File: src/rtl/i2c_tx_byte_reader_pkg.sv
// ---------------------------------------------------------------------------
// i2c_tx_byte_reader_pkg
// Shared I2C definitions for the TX path (FIFO, byte reader, master FSM):
//   - reader_state_e : state encoding of the TX byte reader
//   - DATA_SIZE_DEF  : default byte width
//   - COUNT_SIZE_DEF : default width of the acknowledged-byte counter
//   - bit_cnt_width(): width needed for a down-counter that holds 0..n
// ---------------------------------------------------------------------------
package i2c_tx_byte_reader_pkg;

    localparam int DATA_SIZE_DEF  = 8;
    localparam int COUNT_SIZE_DEF = 8;

    typedef enum logic [1:0] {
        ST_IDLE  = 2'd0,
        ST_SHIFT = 2'd1,
        ST_ACK   = 2'd2
    } reader_state_e;

    // The bit counter is loaded with the full byte width, so it must be able
    // to represent n itself, not just n-1.
    function automatic int bit_cnt_width(input int n);
        return (n < 2) ? 1 : $clog2(n + 1);
    endfunction

endpackage

File: src/rtl/i2c_tx_byte_reader_if.sv
// ---------------------------------------------------------------------------
// i2c_tx_byte_reader_if
// Bundles every non-clock/non-reset signal of the TX byte reader.
// Signal suffixes are from the reader's point of view (_i into the reader,
// _o out of it).
//   slave  modport : the byte reader itself
//   master modport : the surrounding FIFO / master FSM (or a testbench)
// ---------------------------------------------------------------------------
interface i2c_tx_byte_reader_if
    import i2c_tx_byte_reader_pkg::*;
#(
    parameter int DATA_SIZE  = DATA_SIZE_DEF,
    parameter int COUNT_SIZE = COUNT_SIZE_DEF
);
    // FIFO read side
    logic [DATA_SIZE-1:0]  fifo_data_i;
    logic                  fifo_empty_i;
    logic                  fifo_read_inc_o;
    // Master FSM handshake
    logic                  byte_req_i;
    logic                  bit_req_i;
    logic                  abort_i;
    logic                  ack_valid_i;
    logic                  ack_i;
    logic                  clear_count_i;
    // Reader outputs
    logic                  sda_bit_o;
    logic                  in_ack_slot_o;
    logic                  busy_o;
    logic                  done_o;
    logic                  nack_o;
    logic                  underrun_o;
    logic [COUNT_SIZE-1:0] byte_count_o;

    modport slave (
        input  fifo_data_i, fifo_empty_i,
        input  byte_req_i, bit_req_i, abort_i, ack_valid_i, ack_i, clear_count_i,
        output fifo_read_inc_o, sda_bit_o, in_ack_slot_o, busy_o,
        output done_o, nack_o, underrun_o, byte_count_o
    );

    modport master (
        output fifo_data_i, fifo_empty_i,
        output byte_req_i, bit_req_i, abort_i, ack_valid_i, ack_i, clear_count_i,
        input  fifo_read_inc_o, sda_bit_o, in_ack_slot_o, busy_o,
        input  done_o, nack_o, underrun_o, byte_count_o
    );

endinterface

File: src/rtl/i2c_shift_counter.sv
// ---------------------------------------------------------------------------
// i2c_shift_counter
// Loadable MSB-first shift register plus a bit down-counter.
//   clk_i   : clock
//   srst_i  : synchronous active-high reset (register and counter to 0)
//   load_i  : capture data_i and load the counter with DATA_SIZE
//   shift_i : shift left by one (zero fill) and decrement the counter
//   data_i  : parallel load data
//   msb_o   : current shift-register MSB (bit on the wire)
//   last_o  : exactly one bit remains to be consumed
// load_i has priority over shift_i.
// ---------------------------------------------------------------------------
module i2c_shift_counter #(
    parameter int DATA_SIZE = 8,
    parameter int CNT_W     = 4
) (
    input  logic                 clk_i,
    input  logic                 srst_i,
    input  logic                 load_i,
    input  logic                 shift_i,
    input  logic [DATA_SIZE-1:0] data_i,
    output logic                 msb_o,
    output logic                 last_o
);

    logic [DATA_SIZE-1:0] shreg_q;
    logic [DATA_SIZE-1:0] shreg_d;
    logic [CNT_W-1:0]     cnt_q;
    logic [CNT_W-1:0]     cnt_d;

    // Per-bit next value: parallel load, shift from the neighbour below, or hold.
    for (genvar gi = 0; gi < DATA_SIZE; gi++) begin : g_bit
        logic shift_in;
        if (gi == 0) begin : g_lsb
            assign shift_in = 1'b0;
        end else begin : g_upper
            assign shift_in = shreg_q[gi-1];
        end
        assign shreg_d[gi] = load_i  ? data_i[gi] :
                             shift_i ? shift_in   : shreg_q[gi];
    end

    always_comb begin
        cnt_d = cnt_q;
        if (load_i) begin
            cnt_d = CNT_W'(DATA_SIZE);
        end else if (shift_i && (cnt_q != '0)) begin
            cnt_d = cnt_q - CNT_W'(1);
        end
    end

    always_ff @(posedge clk_i) begin
        if (srst_i) begin
            shreg_q <= '0;
            cnt_q   <= '0;
        end else begin
            shreg_q <= shreg_d;
            cnt_q   <= cnt_d;
        end
    end

    assign msb_o  = shreg_q[DATA_SIZE-1];
    assign last_o = (cnt_q == CNT_W'(1));

endmodule

File: src/rtl/i2c_tx_byte_reader.sv
// ---------------------------------------------------------------------------
// i2c_tx_byte_reader
// Pulls one byte from the TX FIFO on request, serializes it MSB first on
// bit-timer strobes, then waits in the ACK slot for the sampled ACK/NACK.
// Counts ACKed bytes (saturating).
//   clock_i : clock, all logic on the rising edge
//   reset_i : synchronous active-high reset
//   bus     : i2c_tx_byte_reader_if.slave
//             FIFO   : fifo_data_i, fifo_empty_i -> fifo_read_inc_o
//             control: byte_req_i, bit_req_i, abort_i, ack_valid_i, ack_i,
//                      clear_count_i
//             status : sda_bit_o, in_ack_slot_o, busy_o (decoded from state)
//                      done_o, nack_o, underrun_o, byte_count_o (registered)
// ---------------------------------------------------------------------------
module i2c_tx_byte_reader
    import i2c_tx_byte_reader_pkg::*;
#(
    parameter int DATA_SIZE  = DATA_SIZE_DEF,
    parameter int COUNT_SIZE = COUNT_SIZE_DEF
) (
    input  logic                  clock_i,
    input  logic                  reset_i,
    i2c_tx_byte_reader_if.slave   bus
);

    localparam int BIT_CNT_W = bit_cnt_width(DATA_SIZE);

    reader_state_e          state_q;
    reader_state_e          state_d;
    logic                   read_inc_q;
    logic                   read_inc_d;
    logic                   done_q;
    logic                   done_d;
    logic                   nack_q;
    logic                   nack_d;
    logic                   underrun_q;
    logic                   underrun_d;
    logic [COUNT_SIZE-1:0]  byte_count_q;
    logic [COUNT_SIZE-1:0]  byte_count_d;

    logic                   sc_load;
    logic                   sc_shift;
    logic                   sc_msb;
    logic                   sc_last;

    i2c_shift_counter #(
        .DATA_SIZE (DATA_SIZE),
        .CNT_W     (BIT_CNT_W)
    ) u_shift_counter (
        .clk_i   (clock_i),
        .srst_i  (reset_i),
        .load_i  (sc_load),
        .shift_i (sc_shift),
        .data_i  (bus.fifo_data_i),
        .msb_o   (sc_msb),
        .last_o  (sc_last)
    );

    // Next-state and strobe decode. abort_i overrides every other event;
    // a byte already popped is simply dropped.
    always_comb begin
        state_d      = state_q;
        read_inc_d   = 1'b0;
        done_d       = 1'b0;
        nack_d       = 1'b0;
        underrun_d   = 1'b0;
        byte_count_d = byte_count_q;
        sc_load      = 1'b0;
        sc_shift     = 1'b0;

        if (bus.abort_i) begin
            state_d = ST_IDLE;
        end else begin
            unique case (state_q)
                ST_IDLE: begin
                    if (bus.byte_req_i) begin
                        if (!bus.fifo_empty_i) begin
                            sc_load    = 1'b1;
                            read_inc_d = 1'b1;
                            state_d    = ST_SHIFT;
                        end else begin
                            underrun_d = 1'b1;
                        end
                    end
                end
                ST_SHIFT: begin
                    if (bus.bit_req_i) begin
                        sc_shift = 1'b1;
                        if (sc_last) begin
                            state_d = ST_ACK;
                        end
                    end
                end
                ST_ACK: begin
                    if (bus.ack_valid_i) begin
                        done_d  = 1'b1;
                        state_d = ST_IDLE;
                        if (bus.ack_i) begin
                            nack_d = 1'b1;
                        end else if (byte_count_q != {COUNT_SIZE{1'b1}}) begin
                            byte_count_d = byte_count_q + COUNT_SIZE'(1);
                        end
                    end
                end
                default: begin
                    state_d = ST_IDLE;
                end
            endcase
        end

        // Clearing the counter wins over a same-cycle increment.
        if (bus.clear_count_i) begin
            byte_count_d = '0;
        end
    end

    always_ff @(posedge clock_i) begin
        if (reset_i) begin
            state_q      <= ST_IDLE;
            read_inc_q   <= 1'b0;
            done_q       <= 1'b0;
            nack_q       <= 1'b0;
            underrun_q   <= 1'b0;
            byte_count_q <= '0;
        end else begin
            state_q      <= state_d;
            read_inc_q   <= read_inc_d;
            done_q       <= done_d;
            nack_q       <= nack_d;
            underrun_q   <= underrun_d;
            byte_count_q <= byte_count_d;
        end
    end

    // SDA is released (1) everywhere except while shifting data bits.
    assign bus.sda_bit_o       = (state_q == ST_SHIFT) ? sc_msb : 1'b1;
    assign bus.in_ack_slot_o   = (state_q == ST_ACK);
    assign bus.busy_o          = (state_q != ST_IDLE);
    assign bus.fifo_read_inc_o = read_inc_q;
    assign bus.done_o          = done_q;
    assign bus.nack_o          = nack_q;
    assign bus.underrun_o      = underrun_q;
    assign bus.byte_count_o    = byte_count_q;

endmodule
File: src/flat_wrapper.sv
// flat-port wrapper written by rule: the top's interface ports become plain ports
module i2c_tx_byte_reader_flat import i2c_tx_byte_reader_pkg::*;
#(
    parameter int DATA_SIZE  = DATA_SIZE_DEF,
    parameter int COUNT_SIZE = COUNT_SIZE_DEF
)
  (clock_i, reset_i, bus_fifo_data_i, bus_fifo_empty_i, bus_byte_req_i, bus_bit_req_i, bus_abort_i, bus_ack_valid_i, bus_ack_i, bus_clear_count_i, bus_fifo_read_inc_o, bus_sda_bit_o, bus_in_ack_slot_o, bus_busy_o, bus_done_o, bus_nack_o, bus_underrun_o, bus_byte_count_o);
  i2c_tx_byte_reader_if #(.DATA_SIZE(DATA_SIZE), .COUNT_SIZE(COUNT_SIZE)) bus_i ();
  input  logic clock_i;
  input  logic reset_i;
  input wire logic [$bits(bus_i.fifo_data_i)-1:0] bus_fifo_data_i;
  input wire logic [$bits(bus_i.fifo_empty_i)-1:0] bus_fifo_empty_i;
  input wire logic [$bits(bus_i.byte_req_i)-1:0] bus_byte_req_i;
  input wire logic [$bits(bus_i.bit_req_i)-1:0] bus_bit_req_i;
  input wire logic [$bits(bus_i.abort_i)-1:0] bus_abort_i;
  input wire logic [$bits(bus_i.ack_valid_i)-1:0] bus_ack_valid_i;
  input wire logic [$bits(bus_i.ack_i)-1:0] bus_ack_i;
  input wire logic [$bits(bus_i.clear_count_i)-1:0] bus_clear_count_i;
  output wire logic [$bits(bus_i.fifo_read_inc_o)-1:0] bus_fifo_read_inc_o;
  output wire logic [$bits(bus_i.sda_bit_o)-1:0] bus_sda_bit_o;
  output wire logic [$bits(bus_i.in_ack_slot_o)-1:0] bus_in_ack_slot_o;
  output wire logic [$bits(bus_i.busy_o)-1:0] bus_busy_o;
  output wire logic [$bits(bus_i.done_o)-1:0] bus_done_o;
  output wire logic [$bits(bus_i.nack_o)-1:0] bus_nack_o;
  output wire logic [$bits(bus_i.underrun_o)-1:0] bus_underrun_o;
  output wire logic [$bits(bus_i.byte_count_o)-1:0] bus_byte_count_o;
  assign bus_i.fifo_data_i = bus_fifo_data_i;
  assign bus_i.fifo_empty_i = bus_fifo_empty_i;
  assign bus_i.byte_req_i = bus_byte_req_i;
  assign bus_i.bit_req_i = bus_bit_req_i;
  assign bus_i.abort_i = bus_abort_i;
  assign bus_i.ack_valid_i = bus_ack_valid_i;
  assign bus_i.ack_i = bus_ack_i;
  assign bus_i.clear_count_i = bus_clear_count_i;
  assign bus_fifo_read_inc_o = bus_i.fifo_read_inc_o;
  assign bus_sda_bit_o = bus_i.sda_bit_o;
  assign bus_in_ack_slot_o = bus_i.in_ack_slot_o;
  assign bus_busy_o = bus_i.busy_o;
  assign bus_done_o = bus_i.done_o;
  assign bus_nack_o = bus_i.nack_o;
  assign bus_underrun_o = bus_i.underrun_o;
  assign bus_byte_count_o = bus_i.byte_count_o;
  i2c_tx_byte_reader #(.DATA_SIZE(DATA_SIZE), .COUNT_SIZE(COUNT_SIZE)) u_core (.clock_i(clock_i), .reset_i(reset_i), .bus(bus_i));
endmodule
File: config.mk
export PLATFORM = sky130hd
export DESIGN_NAME = i2c_tx_byte_reader_flat
export DESIGN_NICKNAME = d
export VERILOG_FILES = /design/src/rtl/i2c_tx_byte_reader_pkg.sv /design/src/rtl/i2c_tx_byte_reader_if.sv /design/src/rtl/i2c_shift_counter.sv /design/src/rtl/i2c_tx_byte_reader.sv /design/src/flat_wrapper.sv
export SDC_FILE = /design/constraint.sdc
export NUM_CORES = 1
export LEC_CHECK = 0
export CAP_MARGIN = 40
export CELL_PAD_IN_SITES_DETAIL_PLACEMENT = 1
export CELL_PAD_IN_SITES_GLOBAL_PLACEMENT = 1
export CORE_AREA = 2 2 56 58
export DETAILED_ROUTE_END_ITERATION = 10
export DIE_AREA = 0 0 58 60
export DONT_BUFFER_PORTS = 1
export PLACE_DENSITY = 0.72
export SLEW_MARGIN = 0
export SYNTH_ARGS = -nofsm -noshare
export SYNTH_HDL_FRONTEND = slang
export SYNTH_HIERARCHICAL = 1
export SYNTH_SLANG_ARGS = --single-unit
File: constraint.sdc
create_clock -name clock_i -period 2.3 [get_ports clock_i]
set_clock_uncertainty 0.1 [all_clocks]
set_input_delay 0.345 -clock clock_i [delete_from_list [all_inputs] [get_ports clock_i]]
set_output_delay 0.345 -clock clock_i [all_outputs]
set_load 0.02 [all_outputs]
==> flow_metrics.py <==
metrics = {
    "critical_path": {
        "crit_start": "u_core/state_q[0]$_SDFFE_PP0P_",
        "r2r_start": "u_core/state_q[0]$_SDFFE_PP0P_",
        "crit_arrival_ps": 1890,
        "critPathMaxFanout": 15,
        "start_kind": "flip-flop",
        "path_class": "flip-flop to flip-flop",
        "reg2regPathDepth": 6,
        "max_stage_delay_ps": 470,
        "cp.depth": 6,
        "cp_top_family": "simple AND/OR/NAND/NOR gates",
        "rrSetupSlack_ps": 510,
        "cp_num_buf_inv": 1,
        "endpoint": "u_core/u_shift_counter/cnt_q[3]$_SDFFE_PP0P_",
        "path_cells": "nand2_1 > nor3_1 > buf_4 > nor4b_1 > mux2i_1 > a21oi_1",
        "crit_path_end_kind": "flip-flop",
        "cp.required_ps": 2400,
        "crit_slowest_cell": "dfxtp_1",
        "r2r-end": "u_core/u_shift_counter/cnt_q[3]$_SDFFE_PP0P_",
    },
    "logic_synthesis": {
        "synth_most_common_cell": "dfxtp_1",
        "ys.flop_type": "dfxtp_1",
        "ys_types": 38,
        "ys_warn_count": 6,
        "yosysTopAreaCell": "dfxtp_1",
        "netlist_top_cells_count": "dfxtp_1, nand2_1, a21oi_1",
        "ys_seq_area_share_pct": 41.4,
        "synth_nets": 162,
        "ys_ff_latch": 26,
        "synth-edff-count": 0,
        "synth.top_cell.area_share_pct": 41.4,
        "synthTopCellsByArea": "dfxtp_1, a21oi_1, mux2_2",
        "synthCells": 142,
        "syn-cell-area_sq_um": 1260,
        "async_flop_share_pct": 0,
        "syn_avg_cell_area_sq_um": 8.86,
    },
    "grt": {
        "gr-max-usage-layer": "met2",
        "grt_util_all_layers_pct": 18.9,
        "grt_pass1_wl_microns": 5040,
        "gr-usage-met1_pct": 22.1,
        "grt_overflow_total": 0,
        "grt_max_degree": 17,
        "antenna_found_initial": 0,
        "grtUsageMet3_pct": 3.68,
        "grt_pass1_vias": 1107,
        "met2_usage_pct": 34.4,
    },
    "clocking": {
        "cts_sinks": 26,
        "post-cts-setup-buffers": 0,
        "cts_tree": "done",
        "path_clk_slew_ps": 150,
        "root_buffer": "clkbuf_4",
        "htreeDepth": 1,
        "clk_latency_ps": 320,
        "cts_made_buffers": 3,
        "clk_path_buf_depth": 2,
    },
    "place": {
        "gp_congestion": 0.780,
        "dpl_worst_slack_ps": 527,
        "hpwl_microns": 2050,
        "port_buffers": 0,
        "placedCellCount": 171,
        "placement.cell_area_sq_um": 1290,
    },
    "floorplan": {
        "dieHeight_microns": 60,
        "core_sq_um": 2900,
        "rows": 20,
        "io-pin-count": 32,
        "dieArea_sq_um": 3480,
        "start_util_pct": 43.3,
        "die-width_microns": 58,
    },
    "sta": {
        "post-route-period-util_pct": 77.9,
        "setup_viol": 0,
        "clock.fmax_ghz": 0.558,
        "setup_ws_ps": 508,
        "setup-tns-final_ps": 0,
        "slew_headroom_pct": 56.5,
        "slew_viol_final": 0,
        "timing.final.hold_violations": 0,
        "finalCriticalPeriod_ps": 1790,
        "tightestPinTransition_ps": 650,
        "rsz0062_at_grt": "no",
        "whs_ps": 52.5,
    },
    "finish": {
        "nets": 166,
        "num_antenna_cells": 0,
        "area_growth_pct": 6.57,
        "finalCoreUtilization_pct": 46.2,
        "layoutNonFillerInstCount": 177,
        "final_cell_area_sq_um": 1340,
        "seq_area_sq_um": 520,
        "fill_cells": 351,
        "multiInputGateArea_sq_um": 684,
        "drive_above_1_share_pct": 16.7,
    },
    "min_path": {
        "hp-class": "input port to flip-flop",
    },
    "run_status": {
        "status": "finished clean",
    },
    "detailed_routing": {
        "routedWlPerCell_microns": 16.4,
        "detail-route-antenna-nets": 0,
        "drc": 0,
        "drt-pass1-iter-count": 4,
        "routed_wl_microns": 2900,
        "vias_per_cell": 5.73,
        "detailroute.via_count": 1014,
        "drt_iter0_markers": 34,
    },
    "job": {
        "maxCapViolCount": 0,
    },
    "pwr": {
        "peakVddDrop_mv": 0.320,
        "leakage_nw": 0.462,
        "powerDensity_nw_per_um2": 526,
        "p_total_mw": 0.704,
    },
}
## area by class of cell
| class | count | area share [%] |
|---|---|---|
| Clock buffer | 3 | 1.68 |
| Timing Repair Buffer | 5 | 3.36 |
| Sequential cell | 26 | 38.8 |
| Tap cell | 33 | 3.08 |
| Multi-Input combinational cell | 103 | 51.1 |
| Inverter | 7 | 1.96 |
## power by group
group	internal [mW]	total [mW]	leakage [nW]	switching, mW
clock network	0.0613	0.195	0.0138	0.133
registers	0.458	0.464	0.210	0.00585
logic	0.0191	0.0460	0.238	0.0269
total	0.538	0.704	0.462	0.166
## repair_timing
item                       CTS  global route
setup endpoints to repair    0             0
hold buffers                 3             0
hold endpoints to repair    16             0
resized for setup            0             0
## sequential cells by signal, summed over array words and instances (netlist names)
register	cells
u_core/bus.underrun_o	1
u_core/bus.done_o	1
u_core/u_shift_counter/cnt_q	4
u_core/bus.byte_count_o	8
u_core/state_q	2
u_core/bus.nack_o	1
u_core/u_shift_counter/shreg_q	8
u_core/bus.fifo_read_inc_o	1
## cell families (layout without fill, tap and decap cells)
kind of cell               count (synthesis)  count (layout)  share of synthesized area, %
and+or+nand+nor                           64              64                          29.0
muxes                                     10              10                          8.66
buffers and inverters                     13              15                          4.18
xor gates and xnor gates                   1               1                         0.697
AOI/OAI and AO/OA                         25              25                          13.1
DFF                                       26              26                          41.4
adders and majority gates                  3               3                          2.99
## worst reg2reg max path: stages, from the launching register on
cell     delay (ps)
dfxtp_1         470
nand2_1          70
nor3_1          140
buf_4           240
nor4b_1         350
mux2i_1         230
a21oi_1          80
## layer usage
layer,vias up,wire length [microns]
met5,-,0
met4,0,17
met3,2,110
met2,16,1510
met1,486,1260
li1,510,-
## cells in the final DEF, fill, tap and decap left out, types with 2 or more instances in the layout
cell type	Yosys	layout
nand2_1	20	20
nor4_1	4	4
mux2i_1	3	3
dlygate4sd3_1	0	3
or3_1	3	3
clkbuf_4	0	3
nor2_1	8	8
nor4b_1	2	2
nor2b_1	2	2
nor3_1	5	5
nand3_1	5	5
ha_1	3	3
mux2_2	7	7
dfxtp_1	26	26
buf_4	0	2
nor3b_1	2	2
inv_1	7	7
a21oi_1	16	16
o21ai_0	4	4
## worst min-delay path by stage
stage                        from                                             end  slack, ps  depth (start not counted)
2_1_floorplan             reset_i                    u_core/bus.done_o$_SDFF_PP0_        320                          1
3_3_place_gp              reset_i  u_core/u_shift_counter/shreg_q[7]$_SDFFE_PP0P_        320                          1
3_5_place_dp              reset_i  u_core/u_shift_counter/shreg_q[5]$_SDFFE_PP0P_        320                          1
4_1_cts                 bus_ack_i                    u_core/bus.nack_o$_SDFF_PP0_         40                          1
5_1_grt        bus_fifo_data_i[3]  u_core/u_shift_counter/shreg_q[3]$_SDFFE_PP0P_         30                          2
6_report                bus_ack_i                    u_core/bus.nack_o$_SDFF_PP0_         50                          1
Note: power is estimated with default switching activity, not from simulation.
